<file path="src/rtl/seg7_pkg.sv">
// Shared definitions for the seven-segment scan decoder: scan FSM encoding,
// active-low segment constants (bit order [6:0] = g..a) and the pattern decoder.
package seg7_pkg;

  typedef enum logic [1:0] {
    StIdle   = 2'd0,
    StSample = 2'd1,
    StDone   = 2'd2
  } scan_state_e;

  localparam logic [6:0] SEG_0     = 7'h40;
  localparam logic [6:0] SEG_1     = 7'h79;
  localparam logic [6:0] SEG_2     = 7'h24;
  localparam logic [6:0] SEG_3     = 7'h30;
  localparam logic [6:0] SEG_4     = 7'h19;
  localparam logic [6:0] SEG_5     = 7'h12;
  localparam logic [6:0] SEG_6     = 7'h02;
  localparam logic [6:0] SEG_7     = 7'h78;
  localparam logic [6:0] SEG_8     = 7'h00;
  localparam logic [6:0] SEG_9     = 7'h10;
  localparam logic [6:0] SEG_A     = 7'h08;
  localparam logic [6:0] SEG_B     = 7'h03;
  localparam logic [6:0] SEG_C     = 7'h46;
  localparam logic [6:0] SEG_D     = 7'h21;
  localparam logic [6:0] SEG_E     = 7'h06;
  localparam logic [6:0] SEG_F     = 7'h0E;
  localparam logic [6:0] SEG_BLANK = 7'h7F;

  typedef struct packed {
    logic       valid;
    logic [3:0] nibble;
  } seg_decode_t;

  // Unknown patterns (blank included) decode to nibble 0 with valid cleared.
  function automatic seg_decode_t seg7_decode(input logic [6:0] seg);
    seg_decode_t r;
    r.valid  = 1'b1;
    r.nibble = 4'h0;
    case (seg)
      SEG_0:   r.nibble = 4'h0;
      SEG_1:   r.nibble = 4'h1;
      SEG_2:   r.nibble = 4'h2;
      SEG_3:   r.nibble = 4'h3;
      SEG_4:   r.nibble = 4'h4;
      SEG_5:   r.nibble = 4'h5;
      SEG_6:   r.nibble = 4'h6;
      SEG_7:   r.nibble = 4'h7;
      SEG_8:   r.nibble = 4'h8;
      SEG_9:   r.nibble = 4'h9;
      SEG_A:   r.nibble = 4'hA;
      SEG_B:   r.nibble = 4'hB;
      SEG_C:   r.nibble = 4'hC;
      SEG_D:   r.nibble = 4'hD;
      SEG_E:   r.nibble = 4'hE;
      SEG_F:   r.nibble = 4'hF;
      default: r.valid  = 1'b0;
    endcase
    return r;
  endfunction

endpackage

</file>
<file path="src/rtl/seg7_to_hex.sv">
// Combinational seven-segment (active-low, g..a) to {valid, nibble} lookup.
module seg7_to_hex
  import seg7_pkg::*;
(
  input  logic [6:0] seg_i,
  output logic       valid_o,
  output logic [3:0] nibble_o
);

  seg_decode_t dec;

  // Table lookup through the shared package decoder.
  always_comb begin
    dec = seg7_decode(seg_i);
  end

  assign valid_o  = dec.valid;
  assign nibble_o = dec.nibble;

endmodule

</file>
<file path="src/rtl/seg7_scan_decoder.sv">
// Scans NUM_DIGITS active-low seven-segment buses one digit at a time, waits for
// STABLE_CYCLES identical samples, and decodes each digit into a nibble of word_o.
// Optional per-digit timeout is compiled in with the SEG_SCAN_TIMEOUT_EN macro.
module seg7_scan_decoder
  import seg7_pkg::*;
#(
  parameter int unsigned NUM_DIGITS     = 8,
  parameter int unsigned STABLE_CYCLES  = 4,
  parameter int unsigned TIMEOUT_CYCLES = 1024
) (
  input  logic                    clk_i,
  input  logic                    rst_ni,
  input  logic [NUM_DIGITS*7-1:0] seg_bus_i,
  input  logic                    start_i,
  output logic                    busy_o,
  output logic                    done_o,
  output logic [NUM_DIGITS*4-1:0] word_o,
  output logic [NUM_DIGITS-1:0]   err_mask_o
);

  localparam int unsigned IdxW      = (NUM_DIGITS > 1) ? $clog2(NUM_DIGITS) : 1;
  localparam int unsigned StableMin = (STABLE_CYCLES < 1) ? 1 : STABLE_CYCLES;
  localparam int unsigned CntW      = $clog2(StableMin + 1);
  localparam logic [IdxW-1:0] LastIdx = IdxW'(NUM_DIGITS - 1);
  localparam logic [CntW-1:0] CntMax  = CntW'(StableMin);

  scan_state_e               state_q;
  logic [IdxW-1:0]           idx_q;
  logic [6:0]                prev_q;
  logic [CntW-1:0]           cnt_q;
  logic                      entry_q;
  logic                      busy_q;
  logic                      done_q;
  logic [NUM_DIGITS*4-1:0]   word_q;
  logic [NUM_DIGITS-1:0]     err_q;

  logic [6:0]                digit_seg [NUM_DIGITS];
  logic [6:0]                cur_seg;
  logic [6:0]                dec_in;
  logic                      dec_valid;
  logic [3:0]                dec_nibble;
  logic [CntW-1:0]           cnt_d;
  logic                      commit;
  logic                      timeout;
  logic                      advance;
  logic [NUM_DIGITS*4-1:0]   word_d;
  logic [NUM_DIGITS-1:0]     err_d;

  for (genvar g = 0; g < NUM_DIGITS; g++) begin : g_digit
    assign digit_seg[g] = seg_bus_i[7*g +: 7];
  end

  assign cur_seg = digit_seg[idx_q];

  // With a single required sample the commit happens on the load edge itself, so
  // the live sample must be decoded; otherwise prev_q equals the live sample at commit.
  assign dec_in = (StableMin == 1) ? cur_seg : prev_q;

  seg7_to_hex u_seg7_to_hex (
    .seg_i    (dec_in),
    .valid_o  (dec_valid),
    .nibble_o (dec_nibble)
  );

  // Stability counter: restart on entry or on a changed sample, saturate at CntMax.
  always_comb begin
    cnt_d = CntW'(1);
    if (!entry_q && (cur_seg == prev_q)) begin
      cnt_d = (cnt_q == CntMax) ? CntMax : cnt_q + CntW'(1);
    end
  end

  assign commit = (state_q == StSample) && (cnt_d == CntMax);

`ifdef SEG_SCAN_TIMEOUT_EN
  localparam int unsigned TimeoutMin = (TIMEOUT_CYCLES < 1) ? 1 : TIMEOUT_CYCLES;
  localparam int unsigned TcntW      = $clog2(TimeoutMin + 1);
  localparam logic [TcntW-1:0] TcntMax = TcntW'(TimeoutMin);

  logic [TcntW-1:0] tcnt_q;
  logic [TcntW-1:0] tcnt_d;

  // Per-digit elapsed-cycle count, starting at 1 on the digit's first sampling edge.
  always_comb begin
    tcnt_d = TcntW'(1);
    if (!entry_q) begin
      tcnt_d = (tcnt_q == TcntMax) ? TcntMax : tcnt_q + TcntW'(1);
    end
  end

  // Timeout counter register; idle outside SAMPLE.
  always_ff @(posedge clk_i or negedge rst_ni) begin
    if (!rst_ni) begin
      tcnt_q <= '0;
    end else if (state_q == StSample) begin
      tcnt_q <= tcnt_d;
    end else begin
      tcnt_q <= '0;
    end
  end

  assign timeout = (state_q == StSample) && (tcnt_d == TcntMax);
`else
  logic unused_timeout_cfg;
  assign unused_timeout_cfg = ^TIMEOUT_CYCLES;
  assign timeout = 1'b0;
`endif

  // A commit takes priority over a coincident timeout.
  assign advance = commit | timeout;

  // Merge the current digit's result into the word and error mask.
  always_comb begin
    word_d = word_q;
    err_d  = err_q;
    for (int unsigned i = 0; i < NUM_DIGITS; i++) begin
      if (idx_q == IdxW'(i)) begin
        word_d[4*i +: 4] = commit ? dec_nibble : 4'h0;
        err_d[i]         = commit ? ~dec_valid : 1'b1;
      end
    end
  end

  // Scan FSM with registered busy/done and result registers.
  always_ff @(posedge clk_i or negedge rst_ni) begin
    if (!rst_ni) begin
      state_q <= StIdle;
      idx_q   <= '0;
      prev_q  <= '0;
      cnt_q   <= '0;
      entry_q <= 1'b0;
      busy_q  <= 1'b0;
      done_q  <= 1'b0;
      word_q  <= '0;
      err_q   <= '0;
    end else begin
      done_q <= 1'b0;
      unique case (state_q)
        StIdle: begin
          if (start_i) begin
            word_q  <= '0;
            err_q   <= '0;
            idx_q   <= '0;
            cnt_q   <= '0;
            entry_q <= 1'b1;
            busy_q  <= 1'b1;
            state_q <= StSample;
          end
        end
        StSample: begin
          prev_q  <= cur_seg;
          cnt_q   <= cnt_d;
          entry_q <= 1'b0;
          if (advance) begin
            word_q  <= word_d;
            err_q   <= err_d;
            entry_q <= 1'b1;
            if (idx_q == LastIdx) begin
              state_q <= StDone;
            end else begin
              idx_q <= idx_q + IdxW'(1);
            end
          end
        end
        StDone: begin
          done_q  <= 1'b1;
          busy_q  <= 1'b0;
          entry_q <= 1'b0;
          cnt_q   <= '0;
          idx_q   <= '0;
          state_q <= StIdle;
        end
        default: begin
          state_q <= StIdle;
        end
      endcase
    end
  end

  assign busy_o     = busy_q;
  assign done_o     = done_q;
  assign word_o     = word_q;
  assign err_mask_o = err_q;

endmodule
</file>
<file path="config.mk">
export PLATFORM = sky130hd
export DESIGN_NAME = seg7_scan_decoder
export DESIGN_NICKNAME = d
export VERILOG_FILES = /design/src/rtl/seg7_pkg.sv /design/src/rtl/seg7_to_hex.sv /design/src/rtl/seg7_scan_decoder.sv
export SDC_FILE = /design/constraint.sdc
export NUM_CORES = 1
export LEC_CHECK = 0
export CAP_MARGIN = 20
export CORE_UTILIZATION = 51
export CTS_CLUSTER_DIAMETER = 40
export CTS_CLUSTER_SIZE = 16
export DETAILED_ROUTE_END_ITERATION = 8
export PLACE_DENSITY = 0.91
export SYNTH_ARGS = -nofsm -noshare
export SYNTH_HDL_FRONTEND = slang
export SYNTH_SLANG_ARGS = --single-unit
</file>
<file path="constraint.sdc">
create_clock -name clk_i -period 8.47 [get_ports clk_i]
set_clock_uncertainty 0.1 [all_clocks]
set_input_delay 1.2705 -clock clk_i [delete_from_list [all_inputs] [get_ports clk_i]]
set_output_delay 1.2705 -clock clk_i [all_outputs]
set_load 0.01 [all_outputs]
</file>
==> results.md, run 1 <==
- Number of global-route vias before repair: 3149
- Routed Wire Length: 9850 um
- Worst hold slack after final layout: 0.4031 ns
- Met2 wirelength from detailed routing: 4816 um
- Synth async-reset ratio: 100.0%
- Library cell with the highest instance count after synthesis: sky130_fd_sc_hd__dfrtp_1
- Fraction of synthesized cell area taken by the top area cell type: 42.79%
- Number of nets still failing antenna checks after routing: 0
- Minimum clock period: 4.212 ns
- DIE AREA: 6981 um^2
- Root Buffer: sky130_fd_sc_hd__clkbuf_8
- Number of detailed-route iterations in the first pass: 5
- Die H: 83.56 um
- Max clock buf depth: 2
- Max IR drop VDD: 0.1267 mV
- Top-Level Pins: 101
- Fraction of the mapped netlist area in adder cells: 2.951%
- Maximum frequency from static timing analysis: 0.2374 GHz
- Library cell occupying the most area in the post-synthesis netlist: sky130_fd_sc_hd__dfrtp_1
- Share of the yosys chip area belonging to registers: 42.79%
- Total power draw: 613.9 uW
- Wire length of the first global-routing pass: 16180 um
- Core outline area: 6386 um^2
- Effective utilization at floorplan: 53.12%
- Peak fanout along the critical path: 8
- Setup bufs post-CTS: 0
- Placer's final routability congestion estimate: 0.8531
- Power per cell area: 134.4 nW/um^2
- Pre-CTS setup slack: 4.029 ns
- Multiplexer fraction of the synthesized cell area: 10.59%
- Pleak: 1.798 nW
- Overall routing resource usage: 29.96%
- Clk pin slew, worst setup/hold paths: 0.06 ns
- Unique cell type count in the Yosys netlist: 51
- Port buffer count: 100
- Synthesized-area fraction occupied by xor and xnor cells: 1.549%
- CTS H-tree lvls: 3
- Routed metal-1 wirelength: 4132 um
- Clock latency at the later pin of the worst-skew pair: 0.34 ns
- Rows: 29
- Arrival time worst endpoint: 4.36 ns
- TritonCTS sink count: 58
- Hold-fix buffer count after cts: 0
- Setup TNS: 0 ns
- Maximum Capacitance Violations: 0
- Non-Filler Instances: 522
- Uppermost layer routed: met4
- Final slew viol count: 0
- Combinational family with the most area after synthesis: compound AO/OA/AOI/OAI gates
- Clock tree from TritonCTS: built
- Worst path max stage delay: 0.65 ns
- GRT overflow: 0
- Number of gates resized after CTS: 0
- Top post-synthesis cells by count: sky130_fd_sc_hd__dfrtp_1, sky130_fd_sc_hd__inv_1, sky130_fd_sc_hd__o22ai_1
- Violation count after the first detailed-route iteration: 318
- Vias: 3205
- Growth of design area from synthesis to finish: 34.67%
- FF+latch count, synth: 58
- Tcrit/Tclk final: 49.73%
- Buffers & Inverters on Critical Path: 1
- Detailed route wirelength on metal3: 604 um
- Placed Cells incl. Taps: 509
- Result of the run: finished, final reports clean
- Initial antenna violation count: 0
- Complex-gate fraction of the synthesized area: 22.02%
- Crit path required time: 8.62 ns
- Number of enable-type register cells in the synthesized netlist: 0
- Top delay family on crit path: simple AND/OR/NAND/NOR gates
- Hold violation total from the final report: 0
- Floorplan die width: 83.56 um
- Antenna Diode Count: 0
- Ordered cell list for the critical path: clkdlybuf4s50_1 > mux4_2 > mux2i_1 > xor2_1 > nand4_1 > nor3_1 > nand2_1 > o22ai_1
- Final instance area: 4568 um^2
- Worst setup path category: input port to flip-flop
- Post-Synthesis Mean Instance Area: 9.747 um^2
- Cells after Synth: 348
- Count of yosys warnings during synthesis: 0
- Setup repair after global routing missed its margin: no
- Type of destination of the critical path: flip-flop
- Maximum number of pins on one net before global-route repair: 59
- DRC violations left: 0
- Detailed placer's ending HPWL: 6963 um
- Type of origin of the critical path: input port
- Total CTS buffers: 9
- Routed wire per std cell: 18.87 um
- Total placed instance area: 4409 um^2
- Util after Layout: 71.53%
- Fraction of final layout cells with drive strength greater than 1: 8.764%
- Normalized max-slew margin: 45.05%
- Worst-Margin Slew: 0.8179 ns
- Fin nets: 510
- Number of failing setup endpoints in the final timing report: 0
- Nets in the synthesized netlist: 415
- Final worst-path setup slack: 4.258 ns
- Cell area after technology mapping: 3392 um^2
- Leading register cell type out of synthesis: sky130_fd_sc_hd__dfrtp_1
- Simple-gate portion of the synthesized area: 12.36%
- Min-Delay Path Class: flip-flop to flip-flop
- Slowest stage cell on the critical path: sky130_fd_sc_hd__nor3_1
- Top post-synthesis cells by area: sky130_fd_sc_hd__dfrtp_1, sky130_fd_sc_hd__o22ai_1, sky130_fd_sc_hd__mux4_2
- Via-per-instance ratio: 6.140
==> power by group <==
part           switching (mW)  internal, mW
Sequential             0.0201         0.282
Combinational          0.0413        0.0518
Clock                   0.101         0.117
==> sequential cells by signal (all words and copies together), names as in the netlist <==
register / flops
state_q: 2
cnt_q: 3
done_o: 1
err_mask_o: 8
word_o: 32
busy_o: 1
entry_q: 1
idx_q: 3
dec_in: 7
==> path summary, 6_finish.rpt <==
| path | from | to | slack (ns) | cells after the start |
|---|---|---|---|---|
| worst max-delay path | seg_bus_i[12] | word_o[5] | 4.26 | 8 |
| max in group asynchronous | rst_ni | cnt_q[1] | 6.82 | 2 |
| worst max register to register | idx_q[1] | word_o[5] | 4.84 | 7 |
| worst min-delay path | err_mask_o[3] | err_mask_o[3] | 0.40 | 1 |
| worst min register to register | err_mask_o[3] | err_mask_o[3] | 0.40 | 1 |
| min in group asynchronous | rst_ni | word_o[19] | 0.98 | 2 |
==> cell families after synthesis <==
kind of cell,count (synthesis)
AOI/OAI and AO/OA,106
xor gates and xnor gates,6
adders and majority gates,8
buffers and inverters,63
DFF,58
muxes,25
and+or+nand+nor,82
==> per-layer routing <==
metal | global-route usage (%) | up-vias
met2 | 45.38 | 154
met5 | 0 | -
met4 | 12.33 | 0
met3 | 9.001 | 33
li1 | - | 1445
met1 | 40.46 | 1573
==> final cells by class <==
type | count | area, um^2
sequential | 58 | 1451
tap | 77 | 96.34
clock buffer | 13 | 158.9
multi-input combinational | 227 | 1678
inverter | 44 | 165.2
timing repair buffer | 103 | 1018
fill | 425 | 1818
==> worst register-to-register path: cells and delay by family (launching register included) <==
| kind | cells | cell delay [ns] |
|---|---|---|
| compound gates | 1 | 0.33 |
| xor+xnor | 1 | 0.25 |
| simple gates | 3 | 1.29 |
| flops | 1 | 0.85 |
| mux | 2 | 0.72 |
==> cell usage in the layout (no fill, tap or decap), types with 3 or more instances in the layout <==
master                            instances
sky130_fd_sc_hd__clkdlybuf4s50_1         99
sky130_fd_sc_hd__dfrtp_1                 58
sky130_fd_sc_hd__inv_1                   43
sky130_fd_sc_hd__o22ai_1                 39
sky130_fd_sc_hd__nand2_1                 26
sky130_fd_sc_hd__nor2_1                  15
sky130_fd_sc_hd__o21ai_0                 14
sky130_fd_sc_hd__clkbuf_8                11
sky130_fd_sc_hd__mux2i_1                 10
sky130_fd_sc_hd__a21o_1                   9
sky130_fd_sc_hd__a21oi_1                  9
sky130_fd_sc_hd__mux4_2                   8
sky130_fd_sc_hd__ha_1                     8
sky130_fd_sc_hd__mux2_2                   7
sky130_fd_sc_hd__nand3_1                  7
sky130_fd_sc_hd__or3_1                    5
sky130_fd_sc_hd__xor2_1                   5
sky130_fd_sc_hd__o2bb2ai_1                5
sky130_fd_sc_hd__nor2b_1                  4
sky130_fd_sc_hd__nand4_1                  4
sky130_fd_sc_hd__nor3_1                   4
sky130_fd_sc_hd__nand3b_1                 4
sky130_fd_sc_hd__a21oi_4                  4
sky130_fd_sc_hd__nand2b_1                 3
sky130_fd_sc_hd__a22o_1                   3
sky130_fd_sc_hd__nor4_1                   3
sky130_fd_sc_hd__o31ai_1                  3
sky130_fd_sc_hd__o21ai_1                  3
sky130_fd_sc_hd__buf_4                    3
(Power assumes the default switching activity.)
==> run 2: changes to the inputs <==
--- a/config.mk
+++ b/config.mk
@@ -6,11 +6,11 @@
 export NUM_CORES = 1
 export LEC_CHECK = 0
 export CAP_MARGIN = 20
-export CORE_UTILIZATION = 51
+export CORE_UTILIZATION = 48
 export CTS_CLUSTER_DIAMETER = 40
 export CTS_CLUSTER_SIZE = 16
 export DETAILED_ROUTE_END_ITERATION = 8
-export PLACE_DENSITY = 0.91
+export PLACE_DENSITY = 0.86
 export SYNTH_ARGS = -nofsm -noshare
 export SYNTH_HDL_FRONTEND = slang
 export SYNTH_SLANG_ARGS = --single-unit
==> constraint.sdc (replaced) <==
create_clock -name clk_i -period 4.05 [get_ports clk_i]
set_clock_uncertainty 0.1 [all_clocks]
set_input_delay 0.6075 -clock clk_i [delete_from_list [all_inputs] [get_ports clk_i]]
set_output_delay 0.6075 -clock clk_i [all_outputs]
set_load 0.01 [all_outputs]
==> results.md, run 2 (synthesis results as in run 1) <==
- Hold-fix buffer count after cts: 0
- Normalized max-slew margin: 38.95%
- Die H: 86.07 um
- Most common cell after layout, fill and taps aside: sky130_fd_sc_hd__clkdlybuf4s50_1
- Effective utilization at floorplan: 49.93%
- Crit Reg-Reg Endpoint: word_o[29]
- Power per cell area: 298.5 nW/um^2
- CTS H-tree lvls: 3
- DRC violations left: 0
- Routed wire per std cell: 16.67 um
- Worst setup path category: flip-flop to flip-flop
- Placed Cells incl. Taps: 531
- Final instance area: 4662 um^2
- Number of detailed-route iterations in the first pass: 5
- Number of nets still failing antenna checks after routing: 0
- Port buffer count: 100
- Setup TNS: 0 ns
- Minimum clock period: 3.555 ns
- Max clock buf depth: 2
- Total net switching power: 337.3 uW
- Worst-Margin Slew: 0.9096 ns
- Routed Wire Length: 9083 um
- Worst hold slack after final layout: 0.1947 ns
- Wire length of the first global-routing pass: 15080 um
- Violation count after the first detailed-route iteration: 188
- Clk network pwr share: 41.0%
- Fin nets: 513
- Placer's final routability congestion estimate: 0.8507
- Final slew viol count: 0
- Root Buffer: sky130_fd_sc_hd__clkbuf_8
- Pint: 1.054 mW
- FF/Latch Area: 1451 um^2
- Maximum number of pins on one net before global-route repair: 31
- Clk pin slew, worst setup/hold paths: 0.06 ns
- Flip-flop count of the largest register after layout: 32
- Result of the run: finished, final reports clean
- Number of failing setup endpoints in the final timing report: 0
- Total CTS buffers: 9
- GRT overflow: 0
- Detailed placer's ending HPWL: 6707 um
- Clock tree from TritonCTS: built
- Vias: 3067
- Growth of design area from synthesis to finish: 37.44%
- Floorplan die width: 86.07 um
- Share of power burned in combinational logic: 13.7%
- R2R setup slack: 0.49 ns
- Clock latency at the later pin of the worst-skew pair: 0.34 ns
- Tcrit/Tclk final: 87.78%
- Number of global-route vias before repair: 3092
- Peak fanout along the critical path: 15
- Top-Level Pins: 101
- Max IR drop VDD: 0.2226 mV
- Power share of the sequential group: 45.2%
- Initial antenna violation count: 0
- DIE AREA: 7407 um^2
- TritonCTS sink count: 58
- Switching share of total power: 24.24%
- Via-per-instance ratio: 5.628
- Rows: 30
- Fraction of final layout cells with drive strength greater than 1: 9.800%
- Non-Filler Instances: 545
- Total placed instance area: 4456 um^2
- Overall routing resource usage: 26.49%
- Area taken by multi-input logic gates: 1678 um^2
- Maximum frequency from static timing analysis: 0.2813 GHz
- Hold violation total from the final report: 0
- Type of destination of the critical path: flip-flop
- Crit path required time: 4.14 ns
- Count of filler cells inserted in the layout: 514
- Setup repair after global routing missed its margin: no
- Min-Delay Path Class: input port to async pin
- Pleak: 1.838 nW
- R2R cell count: 7
- Maximum Capacitance Violations: 0
- Total power draw: 1.392 mW
- Reg-to-reg startpoint: idx_q[0]
- Commonest cells after routing, fill and taps aside: sky130_fd_sc_hd__clkdlybuf4s50_1, sky130_fd_sc_hd__dfrtp_1, sky130_fd_sc_hd__inv_1, sky130_fd_sc_hd__o22ai_1, sky130_fd_sc_hd__nand2_1
- Antenna Diode Count: 0
- Type of origin of the critical path: flip-flop
- Core outline area: 6794 um^2
- Number of gates resized after CTS: 0
- Arrival time worst endpoint: 3.65 ns
- Setup bufs post-CTS: 0
## run 2: cell count changes in the layout (fill, tap and decap cells not counted), sizes merged
cell    before  now
clkbuf      13   11
clkinv       1    2
buf          4    7
bufinv       0    2
## run 2: layout make-up
class / instances / share of cell area (%)
well taps: 96 / 2.576
multi-input cells: 227 / 35.99
clock buffers: 11 / 3.033
inverters: 44 / 3.543
repair buffers: 106 / 22.33
clock inverters: 3 / 1.396
flip-flops and latches: 58 / 31.13
## run 2: power groups by stage
stage | Clock [mW] | Combinational [mW] | Sequential, mW
2_1_floorplan | 0 | 0.126 | 0.610
3_3_place_gp | 0 | 0.184 | 0.637
3_5_place_dp | 0 | 0.190 | 0.638
4_1_cts | 0.577 | 0.191 | 0.628
5_1_grt | 0.606 | 0.210 | 0.633
6_report | 0.571 | 0.191 | 0.629
## run 2: worst max-delay path, cell delays in order, from the launching register on
cell and delay, ns:
sky130_fd_sc_hd__dfrtp_1 0.83, sky130_fd_sc_hd__mux4_2 0.59, sky130_fd_sc_hd__mux2i_1 0.25, sky130_fd_sc_hd__xor2_1 0.23, sky130_fd_sc_hd__nand4b_1 0.18, sky130_fd_sc_hd__or4b_4 0.67, sky130_fd_sc_hd__a21oi_1 0.38, sky130_fd_sc_hd__o22ai_1 0.17
## run 2: through the flow
stage	utilization (%)	setup WS [ns]
finish	68.62	0.4949
global route	68.62	0.1700
CTS	68.62	0.4512
detailed placement	65.58	0.4216
global placement	65.58	0.5407
floorplan	-	1.058
## run 2: worst max-delay path by stage
| stage | end | cells past startpoint | start | slack [ns] |
|---|---|---|---|---|
| detailed placement | word_o[29] | 8 | seg_bus_i[13] | 0.42 |
| global route | word_o[29] | 7 | idx_q[0] | 0.17 |
| finish | word_o[29] | 7 | idx_q[0] | 0.49 |
| global placement | word_o[26] | 8 | seg_bus_i[5] | 0.54 |
| floorplan | word_o[14] | 10 | idx_q[1] | 1.06 |
| CTS | word_o[29] | 7 | idx_q[0] | 0.45 |
## run 2: per-layer routing
metal	vias to the layer above	wire (um)	GRT usage, %
met4	0	122	7.879
met5	-	0	0
met1	1511	3846	33.98
met2	92	4640	44.37
li1	1451	-	-
met3	13	474	6.641
==> run 3: changes to the inputs <==
--- a/config.mk
+++ b/config.mk
@@ -8,7 +8,7 @@
 export CAP_MARGIN = 20
 export CORE_UTILIZATION = 48
 export CTS_CLUSTER_DIAMETER = 40
-export CTS_CLUSTER_SIZE = 16
+export CTS_CLUSTER_SIZE = 24
 export DETAILED_ROUTE_END_ITERATION = 8
 export PLACE_DENSITY = 0.86
 export SYNTH_ARGS = -nofsm -noshare
==> results of run 3 <==
The final DEF is identical to that of run 2; final timing and power are the same.
